<file path="config.mk">
export PLATFORM = sky130hd
export DESIGN_NAME = cp0_exc_ctrl
export DESIGN_NICKNAME = d
export VERILOG_FILES = /design/src/rtl/cp0_exc_ctrl.sv
export SDC_FILE = /design/constraint.sdc
export NUM_CORES = 1
export LEC_CHECK = 0
export ABC_AREA = 1
export CORE_MARGIN = 1.5
export CORE_UTILIZATION = 44
export CTS_BUF_LIST = sky130_fd_sc_hd__clkbuf_4 sky130_fd_sc_hd__clkbuf_8 sky130_fd_sc_hd__clkbuf_16
export DETAILED_ROUTE_END_ITERATION = 10
export MAX_ROUTING_LAYER = met4
export PLACE_DENSITY = 0.88
export SYNTH_ARGS = -nofsm -noshare
export SYNTH_HDL_FRONTEND = slang
export SYNTH_SLANG_ARGS = --single-unit
</file>
<file path="constraint.sdc">
create_clock -name clk -period 1.6 [get_ports clk]
set_input_delay 0.4 -clock clk [delete_from_list [all_inputs] [get_ports clk]]
set_output_delay 0.4 -clock clk [all_outputs]
set_load 0.01 [all_outputs]
</file>
<file path="src/rtl/cp0_exc_ctrl.sv">
// ---------------------------------------------------------------------------
// cp0_exc_ctrl
//
// Coprocessor-0 exception controller for the five-stage MIPS pipeline. It sits
// beside the M stage and decides each cycle whether the pipeline must be
// flushed and fetch redirected to the exception handler. It owns the SR,
// Cause, EPC and PRId registers, executes mtc0/mfc0/eret, and tracks the
// NORMAL/HANDLER mode, which is exactly SR.EXL.
//
// Ports:
//   clk          system clock, rising edge
//   reset        asynchronous, active-low reset
//   M_pc         PC of the instruction in M
//   M_bd         M instruction sits in a branch/jump delay slot
//   M_exc_valid  M instruction raised a synchronous exception
//   M_ExcCode    exception code accompanying M_exc_valid
//   hwint        external interrupt lines, level-sensitive
//   cp0_we       mtc0 commit in M
//   cp0_addr     CP0 register number for mtc0/mfc0
//   cp0_wdata    mtc0 write data
//   eret         eret commit in M
//   cp0_rdata    mfc0 read data (combinational, pre-edge register values)
//   req          flush pipeline and redirect fetch to HANDLER_PC
//   epc_out      current EPC, the eret target
//   exl          SR.EXL, handler mode indicator
//
// HANDLER_PC is the redirect target; the fetch stage consumes it when it sees
// req, so it is carried here only as the single point of definition.
// ---------------------------------------------------------------------------
module cp0_exc_ctrl #(
  parameter logic [31:0] HANDLER_PC = 32'h0000_4180,
  parameter logic [31:0] PRID_VAL   = 32'h0000_2023
) (
  input  logic        clk,
  input  logic        reset,
  input  logic [31:0] M_pc,
  input  logic        M_bd,
  input  logic        M_exc_valid,
  input  logic [4:0]  M_ExcCode,
  input  logic [5:0]  hwint,
  input  logic        cp0_we,
  input  logic [4:0]  cp0_addr,
  input  logic [31:0] cp0_wdata,
  input  logic        eret,
  output logic [31:0] cp0_rdata,
  output logic        req,
  output logic [31:0] epc_out,
  output logic        exl
);

  localparam logic [4:0] ADDR_SR    = 5'd12;
  localparam logic [4:0] ADDR_CAUSE = 5'd13;
  localparam logic [4:0] ADDR_EPC   = 5'd14;
  localparam logic [4:0] ADDR_PRID  = 5'd15;

  // The mode register is SR.EXL itself, so the encoding is fixed.
  typedef enum logic {
    NORMAL  = 1'b0,
    HANDLER = 1'b1
  } state_e;

  state_e      state_q, state_d;
  logic [5:0]  sr_im_q, sr_im_d;
  logic        sr_ie_q, sr_ie_d;
  logic        cause_bd_q, cause_bd_d;
  logic [5:0]  cause_ip_q, cause_ip_d;
  logic [4:0]  cause_exc_q, cause_exc_d;
  logic [31:0] epc_q, epc_d;

  logic int_req;
  logic exc_req;

  // Interrupts use the live hwint lines, not the registered Cause.IP copy.
  assign int_req = (|(hwint & sr_im_q)) & sr_ie_q & (state_q == NORMAL);
  assign exc_req = M_exc_valid & (state_q == NORMAL);
  assign req     = int_req | exc_req;

  assign exl     = (state_q == HANDLER);
  assign epc_out = epc_q;

  // NOTE: every next-state signal takes its hold value first, so no path
  // through the if/case chain leaves one unassigned and no latch is inferred.
  always_comb begin
    state_d     = state_q;
    sr_im_d     = sr_im_q;
    sr_ie_d     = sr_ie_q;
    cause_bd_d  = cause_bd_q;
    cause_exc_d = cause_exc_q;
    epc_d       = epc_q;
    cause_ip_d  = hwint;

    // Precedence req > eret > mtc0: a requesting instruction is flushed, so
    // any eret or mtc0 it carries must not commit.
    if (req) begin
      state_d     = HANDLER;
      cause_exc_d = int_req ? 5'd0 : M_ExcCode;
      cause_bd_d  = M_bd;
      // A delay-slot instruction restarts at its branch; wraps modulo 2^32.
      epc_d       = M_bd ? (M_pc - 32'd4) : M_pc;
    end else if (eret) begin
      state_d = NORMAL;
    end else if (cp0_we) begin
      case (cp0_addr)
        ADDR_SR: begin
          sr_im_d = cp0_wdata[15:10];
          state_d = state_e'(cp0_wdata[1]);
          sr_ie_d = cp0_wdata[0];
        end
        ADDR_EPC: epc_d = cp0_wdata;
        default:  ;
      endcase
    end
  end

  // NOTE: state registers update with non-blocking assignments so every
  // flop samples the pre-edge values computed above.
  always_ff @(posedge clk or negedge reset) begin
    if (!reset) begin
      state_q     <= NORMAL;
      sr_im_q     <= '0;
      sr_ie_q     <= 1'b0;
      cause_bd_q  <= 1'b0;
      cause_ip_q  <= '0;
      cause_exc_q <= '0;
      epc_q       <= '0;
    end else begin
      state_q     <= state_d;
      sr_im_q     <= sr_im_d;
      sr_ie_q     <= sr_ie_d;
      cause_bd_q  <= cause_bd_d;
      cause_ip_q  <= cause_ip_d;
      cause_exc_q <= cause_exc_d;
      epc_q       <= epc_d;
    end
  end

  always_comb begin
    cp0_rdata = '0;
    case (cp0_addr)
      ADDR_SR: begin
        cp0_rdata[15:10] = sr_im_q;
        cp0_rdata[1]     = (state_q == HANDLER);
        cp0_rdata[0]     = sr_ie_q;
      end
      ADDR_CAUSE: begin
        cp0_rdata[31]    = cause_bd_q;
        cp0_rdata[15:10] = cause_ip_q;
        cp0_rdata[6:2]   = cause_exc_q;
      end
      ADDR_EPC:  cp0_rdata = epc_q;
      ADDR_PRID: cp0_rdata = PRID_VAL;
      default:   ;
    endcase
  end

endmodule
</file>
-- After elaboration in Yosys (flattened, before gate mapping)
Cells that the tools add are included.
- add/subtract/negate cells: 1
- eq/ne operators: 5
- multiplexer cells: 16
- bitwise logic cells: 8
- reductions and logical operators: 8
- operator list (operator ; count):
    32-bit two-way mux ; 5
    32-bit by 3-bit subtractor with 32-bit output (second input constant) ; 1
    6-bit case mux with 4 select lines ; 1
    5-bit by 4-bit == test with 1-bit output (second input constant) ; 4
    15-bit two-way mux ; 1
    5-bit case mux with 3 select lines ; 1
    6-bit bitwise AND ; 1
    2-bit case mux with 3 select lines ; 1
    3-bit nonzero test ; 2
    6-bit OR reduction ; 1
    5-bit two-way mux ; 1
    1-bit two-way mux ; 4
    4-bit AND reduction ; 1
    2-bit nonzero test ; 2
    1-bit bitwise AND ; 3
    3-bit two-way mux ; 1
    1-bit inverter ; 3
    3-bit AND reduction ; 1
    2-bit by 1-bit != test with 1-bit output (second input constant) ; 1
    1-bit case mux with 2 select lines ; 1
    2-bit AND reduction ; 1
    1-bit bitwise OR ; 1
- register bits: 52
- input port bits: 86
- output and inout bits: 66
- logic and storage cells: 45

-- Longest topological paths before layout
Gate-level depths: netlist (run 1).
- word-level depth: 7
- gate-level depth with buffers: 12
- gate-level depth less buffers: 12

-- Worst setup path after synthesis (run 1)
Ideal clock, no wire load.
- path kind: input to output
- from: in cp0_addr[3]
- to: out cp0_rdata[2]
- data arrival time: 1.166 ns
- required time: 1.200 ns
- setup slack: 0.034 ns
- cell stages on the path: 7
- buffers on the path: 1
- cell sequence: nand2_1 > nor2_4 > nand2_2 > inv_1 > clkbuf_1 > nand2_1 > o21ai_0
- cells in the longest elaborated chain, start to end: 2
- elaborated cells on any way between the ends: 4
- those cells by class: 3 x eq/ne; 1 x mux
- ends and longest elaborated chain (what ; RTL line ; text):
    from (decl) ; 42 ; input logic [4:0] cp0_addr,
    5-bit by 4-bit == test with 1-bit output ; 139 ; case (cp0_addr)
    5-bit case mux with 3 select lines (*) ; 139 ;
    to (decl) ; 45 ; output logic [31:0] cp0_rdata,
Mark *: on every way between the ends. The rest lies on a longest branch, timed or not.

-- Worst setup path in the final report (run 1)
- from: in cp0_addr[2]
- to: out cp0_rdata[10]
- cells in the longest elaborated chain, start to end: 2
- elaborated cells on any way between the ends: 5
- those cells by class: 4 x eq/ne; 1 x mux
- ends and longest elaborated chain (what ; RTL line):
    5-bit by 4-bit == test with 1-bit output ; 139
    6-bit case mux with 4 select lines (*) ; 139
Marked as above.

==> results of run 1 <==
-- synth_stat cells --
cell,number
xor2_1,6
nand2_4,1
inv_2,2
ha_1,1
nor3_4,1
nor2_8,1
nand2_2,2
nand4_1,14
o211ai_1,1
o21ai_1,3
a21oi_1,5
inv_4,1
dfrtp_1,52
nor2_1,78
nand4_2,1
nor2_4,5
buf_2,5
xnor2_1,3
o21bai_1,3
a31oi_1,1
nor2_2,4
or2_2,1
clkbuf_1,3
nand3b_1,1
nand2_1,192
inv_1,75
buf_4,5
o21ai_0,36
nand3_2,5
nor3_1,2
nand3_1,47
a21o_1,6
buf_6,2
-- power groups by stage --
stage / registers, W / clock network (W) / logic [W]
finish: 0.00180 / 0.000842 / 0.00197
detailed placement: 0.00180 / 0 / 0.00173
CTS: 0.00176 / 0.000804 / 0.00174
global placement: 0.00179 / 0 / 0.00168
floorplan: 0.00186 / 0 / 0.000566
global route: 0.00182 / 0.000881 / 0.00210
-- per-stage QoR --
step / total power, W / utilization / TNS, ns / setup slack, ns / area, sq um
3_5_place_dp: 0.00353 / 0.734 / -53.04 / -0.989 / 5970
3_3_place_gp: 0.00347 / 0.734 / -48.42 / -0.871 / 5970
2_1_floorplan: 0.00243 / - / 0 / 0.0335 / 3650
6_report: 0.00461 / 0.825 / -10.63 / -0.284 / 6710
4_1_cts: 0.00430 / 0.774 / -1.64 / -0.116 / 6300
5_1_grt: 0.00480 / 0.824 / -17.60 / -0.325 / 6710
-- cell usage in the layout, fill, tap and decap left out, types with 14 or more instances in the layout --
cell type          n
buf_2             18
buf_4            102
buf_6             34
clkdlybuf4s50_1   51
dfrtp_1           51
dlygate4sd2_1     56
inv_1             68
nand2_1          167
nand2_2           17
nand3_1           37
nand4_1           14
nor2_1            38
nor2_2            28
nor2_4            21
o21ai_0           20
o21ai_1           14
-- layout make-up --
type	count	area share
clock inverters	2	0.00205
repair buffers	275	0.372
clock buffers	6	0.0123
diodes	2	0.000746
inverters	78	0.0459
flip-flops and latches	52	0.194
multi-input cells	420	0.354
well taps	105	0.0196
-- worst max path at each step --
stage	from	endpoint	slack [ns]	cells after the start
final	cp0_addr[2]	cp0_rdata[10]	-0.28	9
after global routing	cp0_addr[1]	cp0_rdata[3]	-0.33	9
after CTS	cp0_addr[2]	cp0_rdata[31]	-0.12	10
after detailed placement	cp0_addr[2]	cp0_rdata[31]	-0.99	10
after global placement	cp0_addr[3]	cp0_rdata[31]	-0.87	10
after floorplan	cp0_addr[3]	cp0_rdata[2]	0.03	7
-- metal layers --
metal | vias up | routed length, microns | track usage
li1 | 2302 | - | -
met1 | 2449 | 6370 | 0.413
met2 | 396 | 8720 | 0.632
met3 | 138 | 1930 | 0.0534
met4 | 0 | 1380 | 0.154
met5 | - | 0 | -
-- sequential cells by signal, indices dropped and copies added, names as in the netlist --
signal and flops:
cause_bd_q 1, cause_exc_q 5, cause_ip_q 6, epc_out 32, exl 1, sr_ie_q 1, sr_im_q 6
-- logic make-up after synthesis --
| group | Yosys count |
|---|---|
| flip-flops | 52 |
| adder cells (fa/ha/maj) | 1 |
| XOR/XNOR | 9 |
| AO/OA/AOI/OAI | 55 |
| buffers and inverters | 93 |
| AND/OR/NAND/NOR | 355 |
-- repair_timing --
item                       4_1_cts  5_1_grt
setup buffers                   17        4
setup endpoints to repair      106       73
resized for setup              315       86
cloned                           1        3
pin swaps                       34       17
-- worst register-to-register path, cell delays in order (launching register included) --
cell	delay, ns
dfrtp_1	0.43
nand2_1	0.10
nand2_1	0.07
nor2_2	0.12
nand2_1	0.07
nand3_2	0.09
nand2_4	0.08
buf_4	0.18
nor2_4	0.20
buf_8	0.19
nand2_1	0.10
nand2_1	0.09
==> PnR_summary.wiki, run 1 <==
{| class="wikitable"
! Metric !! Value
|-
| Outcome || finished with violations
|-
| Violations in the final reports || negative setup slack
|-
| Xor/xnor share of the synthesized area || 0.0216
|-
| Final count of hold timing violations || 0
|-
| I/O Buffers || about 150
|-
| Hold Crit Class || primary input to async pin
|-
| Multi-input gate area in the final layout || about 2400 sq um
|-
| Setup ws final || -0.284 ns
|-
| First-pass GRT wire length || 23.7 mm
|-
| Chip Width || between 90 and 100 microns
|-
| Crit path max-delay cell type || nand2_1
|-
| Post-route ant nets || 0
|-
| Kind of launch point of the worst setup path || primary input
|-
| Multiplexer fraction of the synthesized cell area || 0
|-
| Max Freq || between 500 and 600 MHz
|-
| Slew Viols, Final || 0
|-
| Total half-perimeter wirelength after legalization and detailed placement || approximately 11 mm
|-
| Slew at the pin closest to its max-slew limit || 0.311 ns
|-
| Area growth from synthesis to final layout || 83.9%
|-
| Reg area || 1300 sq um
|-
| Std cell rows || 33
|-
| Category of cells accounting for the largest share of critical-path delay || simple AND/OR/NAND/NOR gates
|-
| Synthesized cell area || 3650 sq um
|-
| Total routing usage reported by global routing || 0.362
|-
| Vertical die dimension || roughly 94 microns
|-
| Worst relative slew slack || 0.792
|-
| Fraction of power spent switching nets || 0.385
|-
| Number of warning messages in the yosys log || 0
|-
| Max-cap check violation count || 0
|-
| Clk pwr share || 0.183
|-
| Avg Cell Area, Syn || ~6.5 sq um
|-
| H-tree levels || 2
|-
| Via density || roughly 5.6
|-
| Number of global-route vias before repair || 4,852
|-
| Total overflow reported by the global router || 0
|-
| Maximum number of pins on one net before global-route repair || 53
|-
| Initial antenna violation count || 0
|-
| Wire length after detailed routing || between 15 and 20 mm
|-
| Cell total after placement || between 900 and 1,000
|-
| Cell Chain, Critical Path || buf_6 -> nand2_4 -> buf_6 -> nor2_4 -> nand3_4 -> inv_4 -> nand2_1 -> nand3_2 -> buf_6
|-
| Power density over the cells || roughly 690 nW/um^2
|-
| Count of boundary I/O pins || between 150 and 200
|-
| Number of cell instances on the worst register-to-register path || 11
|-
| Share of layout cells above drive strength 1 || 0.346
|-
| Global placer's final weighted congestion || approximately 0.96
|-
| Starting DRC count in detailed routing || roughly 570
|-
| Count of fill cells added during filler insertion || approximately 460
|-
| Maximum fanout count along the critical path || 6
|-
| # setup viols final || 73
|-
| Main combinational cell family by area after synthesis || simple AND/OR/NAND/NOR gates
|-
| Register bit count reported by yosys || 52
|-
| Share of the yosys chip area belonging to registers || 0.357
|-
| Longest Clk Path Bufs || 2
|-
| Maximum single-stage delay on the critical path || 0.20 ns
|-
| End of the worst register-to-register path || epc_out[24]
|-
| Clock-pin slew reported for the worst setup and hold paths after clock tree synthesis || 0.13 ns
|-
| Clock Skews || around 0.029 ns
|-
| Number of sinks driven by the clock tree || 52
|-
| Leakage Power || between 3 and 4 nW
|-
| Post-Layout Cell Count || 940
|-
| Placeable core area || 8130 sq um
|-
| Clock latency on the worst-skew pair || between 0.3 and 0.4 ns
|-
| Internal Pwr Total || about 0.0028 W
|-
| Proportion of power drawn by combinational gates || 0.427
|-
| Post-Syn Nets || ~650
|-
| Unique cell type count in the Yosys netlist || 33
|-
| Peak supply drop || roughly 340 uV
|-
| Data required time of the worst path || between 1 and 1.5 ns
|-
| Fin crit share || 1.18
|-
| Top cell type by total area after synthesis || dfrtp_1
|-
| Root cell of the clock tree || clkbuf_8
|-
| Hold WS || around 0.033 ns
|-
| Worst flop-to-flop path startpoint || sr_im_q[5]
|-
| Worst R2R Setup Slack || -0.19 ns
|-
| Area share of the largest cell type after synthesis || 0.357
|-
| DRC errors left || 0
|-
| Clock tree from TritonCTS || done
|-
| Via count || between 5,000 and 6,000
|-
| Dominant cell type by count on the critical path || buf_6
|-
| Synthesized-area fraction occupied by and/or/nand/nor cells || 0.429
|-
| Sequential share of power || 0.390
|-
| Shortest period the worst path allows || between 1.5 and 2 ns
|-
| Count of TritonRoute iterations in the first routing pass || 5
|-
| Number of buffers and inverters on the critical path || 4
|-
| Total Die Area || between 8000 and 9000 sq um
|-
| Starting Density || 0.449
|-
| Top area cells in the synthesized netlist || dfrtp_1 36%, nand2_1 20%, nor2_1 8.0%, inv_1 7.7%, nand3_1 6.4%
|-
| Type of the setup path with the least slack || primary input to output port
|-
| Number of nets at the end of the flow || 919
|-
| Clock buffers created by TritonCTS || 5
|-
| Synthesized instance count || roughly 570
|-
| RSZ-0062 raised after global routing || yes
|-
| Sw power || ~0.0018 W
|-
| Arithmetic-cell share of the synthesized area counting full adders, half adders and majority gates || 0.00343
|-
| Critical path endpoint category || output port
|-
| Compound-cell area share of the yosys netlist || 0.0826
|-
| Number of hold buffers added after cts || 0
|-
| Arr. time, crit path || between 1 and 1.5 ns
|-
| Avg WL per Cell || ~20 microns
|}
Note: power is estimated with default switching activity, not from simulation.
==> run 2: changes to the inputs <==
==> constraint.sdc (replaced) <==
create_clock -name clk -period 1.6 [get_ports clk]
set_input_delay 0.16 -clock clk [delete_from_list [all_inputs] [get_ports clk]]
set_output_delay 0.16 -clock clk [all_outputs]
set_load 0.01 [all_outputs]
==> run 2 against run 1 <==
  * The run still ends with negative setup slack left
  * Clock skew fell by 0.018 ns
  * Via count fell by 5.8%
  * First-iteration DRC count fell by 41%
  * Combinational power fell by 5%
  * Critical path depth rose by 2
  * Global-route usage fell by 3.2 points
  * Die area did not move
  * Clock power fell by 6.3%
  * Critical path type is now register to register
  * Largest cell class unchanged
==> PnR_summary.wiki, run 2 (synthesized netlist as in run 1, its figures left out) <==
{| class="wikitable"
! Metric !! Value
|-
| Total non-filler cell area in the finished layout || 6260 sq um (was 6710 sq um)
|-
| # setup viols final || 36 (was 73)
|-
| Total routing usage reported by global routing || 0.330 (was 0.362)
|-
| Via count || 4,980 (was 5,285)
|-
| Kind of launch point of the worst setup path || register (was primary input)
|-
| Fin crit share || 1.11 (was 1.18)
|-
| Global placer's final weighted congestion || 0.975 (was 0.962)
|-
| Violations in the final reports || negative setup slack (unchanged)
|-
| Arr. time, crit path || 2.02 ns (was 1.48 ns)
|-
| Starting Density || 0.449 (unchanged)
|-
| I/O Buffers || 151 (unchanged)
|-
| Final count of hold timing violations || 0 (unchanged)
|-
| Max-cap check violation count || 0 (unchanged)
|-
| Count of boundary I/O pins || 152 (unchanged)
|-
| Total Die Area || 8850 sq um (unchanged)
|-
| Clock buffers created by TritonCTS || 5 (unchanged)
|-
| Chip Width || 94.1 microns (unchanged)
|-
| Initial antenna violation count || 0 (unchanged)
|-
| Std cell rows || 33 (unchanged)
|-
| Worst R2R Setup Slack || -0.18 ns (was -0.19 ns)
|-
| Worst relative slew slack || 0.751 (was 0.792)
|-
| Slew Viols, Final || 0 (unchanged)
|-
| Maximum number of pins on one net before global-route repair || 53 (unchanged)
|-
| Total cell area at the placement stage || 5840 sq um (was 5970 sq um)
|-
| H-tree levels || 2 (unchanged)
|-
| Number of nets at the end of the flow || 894 (was 919)
|-
| Setup ws final || -0.180 ns (was -0.284 ns)
|-
| Root cell of the clock tree || clkbuf_8 (unchanged)
|-
| Hold Crit Class || primary input to register (was primary input to async pin)
|-
| Clock tree from TritonCTS || done (unchanged)
|-
| Peak supply drop || 362 uV (was 340 uV)
|-
| Wire length after detailed routing || 15.8 mm (was 18.4 mm)
|-
| Starting DRC count in detailed routing || 333 (was 567)
|-
| Leakage Power || 3.21 nW (was 3.56 nW)
|-
| Clock-pin slew reported for the worst setup and hold paths after clock tree synthesis || 0.11 ns (was 0.13 ns)
|-
| Area growth from synthesis to final layout || 71.4% (was 83.9%)
|-
| Share of layout cells above drive strength 1 || 0.231 (was 0.346)
|-
| Final sum of negative setup slack || -3.56 ns (was -10.63 ns)
|-
| Shortest period the worst path allows || 1.78 ns (was 1.88 ns)
|-
| Longest Clk Path Bufs || 2 (unchanged)
|-
| Hold WS || 0.305 ns (was 0.0330 ns)
|-
| Max Freq || 562 MHz (was 531 MHz)
|-
| Number of sinks driven by the clock tree || 52 (unchanged)
|-
| Leading cell type in the layout, fill and taps excluded || nand2_1 (unchanged)
|-
| Cell total after placement || 887 (was 906)
|-
| First-pass GRT wire length || 22.3 mm (was 23.7 mm)
|-
| Clock latency on the worst-skew pair || 0.31 ns (was 0.33 ns)
|-
| Vertical die dimension || 94.1 microns (unchanged)
|-
| Placeable core area || 8130 sq um (unchanged)
|-
| Avg WL per Cell || 17.3 microns (was 19.6 microns)
|-
| Critical path endpoint category || register (was output port)
|-
| Slew at the pin closest to its max-slew limit || 0.369 ns (was 0.311 ns)
|-
| Count of TritonRoute iterations in the first routing pass || 5 (unchanged)
|-
| Total power draw || 0.00449 W (was 0.00461 W)
|-
| Number of global-route vias before repair || 4,732 (was 4,852)
|-
| Total overflow reported by the global router || 0 (unchanged)
|-
| DRC errors left || 0 (unchanged)
|-
| Clock Skews || 0.0108 ns (was 0.0287 ns)
|-
| Power density over the cells || 717 nW/um^2 (was 687 nW/um^2)
|-
| Type of the setup path with the least slack || register to register (was primary input to output port)
|-
| Post-route ant nets || 0 (unchanged)
|-
| Maximum fanout count along the critical path || 7 (was 6)
|-
| Data required time of the worst path || 1.84 ns (was 1.20 ns)
|-
| Commonest cells after routing, fill and taps aside || 174 x nand2_1, 110 x clkdlybuf4s50_1, 80 x buf_4, 75 x nor2_1, 70 x inv_1 (was 167 x nand2_1, 102 x buf_4, 68 x inv_1, 56 x dlygate4sd2_1)
|-
| Diode count || 0 (was 2)
|-
| Outcome || finished with violations (unchanged)
|-
| Total half-perimeter wirelength after legalization and detailed placement || 10.6 mm (was 11.0 mm)
|-
| Via density || 5.45 (was 5.62)
|-
| Post-Layout Cell Count || 913 (was 940)
|-
| Flip-flop count of the largest register after layout || 32 (unchanged)
|-
| RSZ-0062 raised after global routing || yes (unchanged)
|}
## run 2: cell count changes in the layout (fill, tap and decap cells not counted), sizes merged, moves of 3 or more
cell / previous run / this run
clkdlybuf4s50: 51 / 110
buf: 161 / 112
dlygate4sd2: 56 / 16
clkdlybuf4s15: 0 / 8
clkbuf: 8 / 5
## run 2: critical path, cell delays in order (launching register included)
cell	delay, ns
dfrtp_1	0.42
nand2_1	0.07
nand2_1	0.06
nor2_1	0.11
nand2_1	0.10
nand3_4	0.11
nand2_8	0.09
buf_6	0.14
nor2_4	0.22
buf_6	0.20
nand2_1	0.08
nand3_1	0.10
## run 2: layout make-up
| type | instances | area [sq um] |
|---|---|---|
| clock buffers | 5 | 68.8 |
| clock inverters | 3 | 21.3 |
| fillers | 519 | 1880 |
| inverters | 78 | 298 |
| multi-input cells | 420 | 2140 |
| flip-flops and latches | 52 | 1300 |
| well taps | 105 | 131 |
| repair buffers | 250 | 2290 |
## run 2: metal layers
| layer | up-vias | global-route usage | wire, microns |
|---|---|---|---|
| met5 | - | - | 0 |
| met4 | 0 | 0.162 | 690 |
| met3 | 72 | 0.0518 | 1350 |
| met2 | 323 | 0.561 | 7970 |
| met1 | 2335 | 0.380 | 5780 |
| li1 | 2250 | - | - |
## run 2: report_power, final
part           switching, W  leakage, nW  internal [W]
Combinational      0.000899         2.54      0.000970
Clock              0.000477       0.0445      0.000312
Sequential         0.000251        0.627       0.00158
Total               0.00163         3.21       0.00286
## run 2: what timing repair did
| action | CTS | global route |
|---|---|---|
| gates cloned | 1 | 3 |
| hold buffers | 1 | 0 |
| pin swaps | 1 | 8 |
| endpoints found under the hold margin | 52 | 0 |
| buffers inserted | 5 | 8 |
| gates resized for setup | 104 | 73 |
| endpoints found under the setup margin | 62 | 72 |
## run 2: per-stage QoR
| stage | utilization | worst slack [ns] |
|---|---|---|
| floorplan | - | 0.226 |
| global placement | 0.718 | -0.387 |
| detailed placement | 0.718 | -0.452 |
| CTS | 0.735 | -0.0118 |
| global route | 0.769 | -0.251 |
| finish | 0.769 | -0.180 |
## run 2: worst paths after layout
check,start,end,depth (start not counted)
min,hwint[5],cause_ip_q[5],1
max reg2reg,sr_im_q[5],epc_out[23],11
max,sr_im_q[5],epc_out[23],11
max in group asynchronous,reset,epc_out[2],3
min in group asynchronous,reset,epc_out[5],3
min reg2reg,epc_out[17],epc_out[17],2
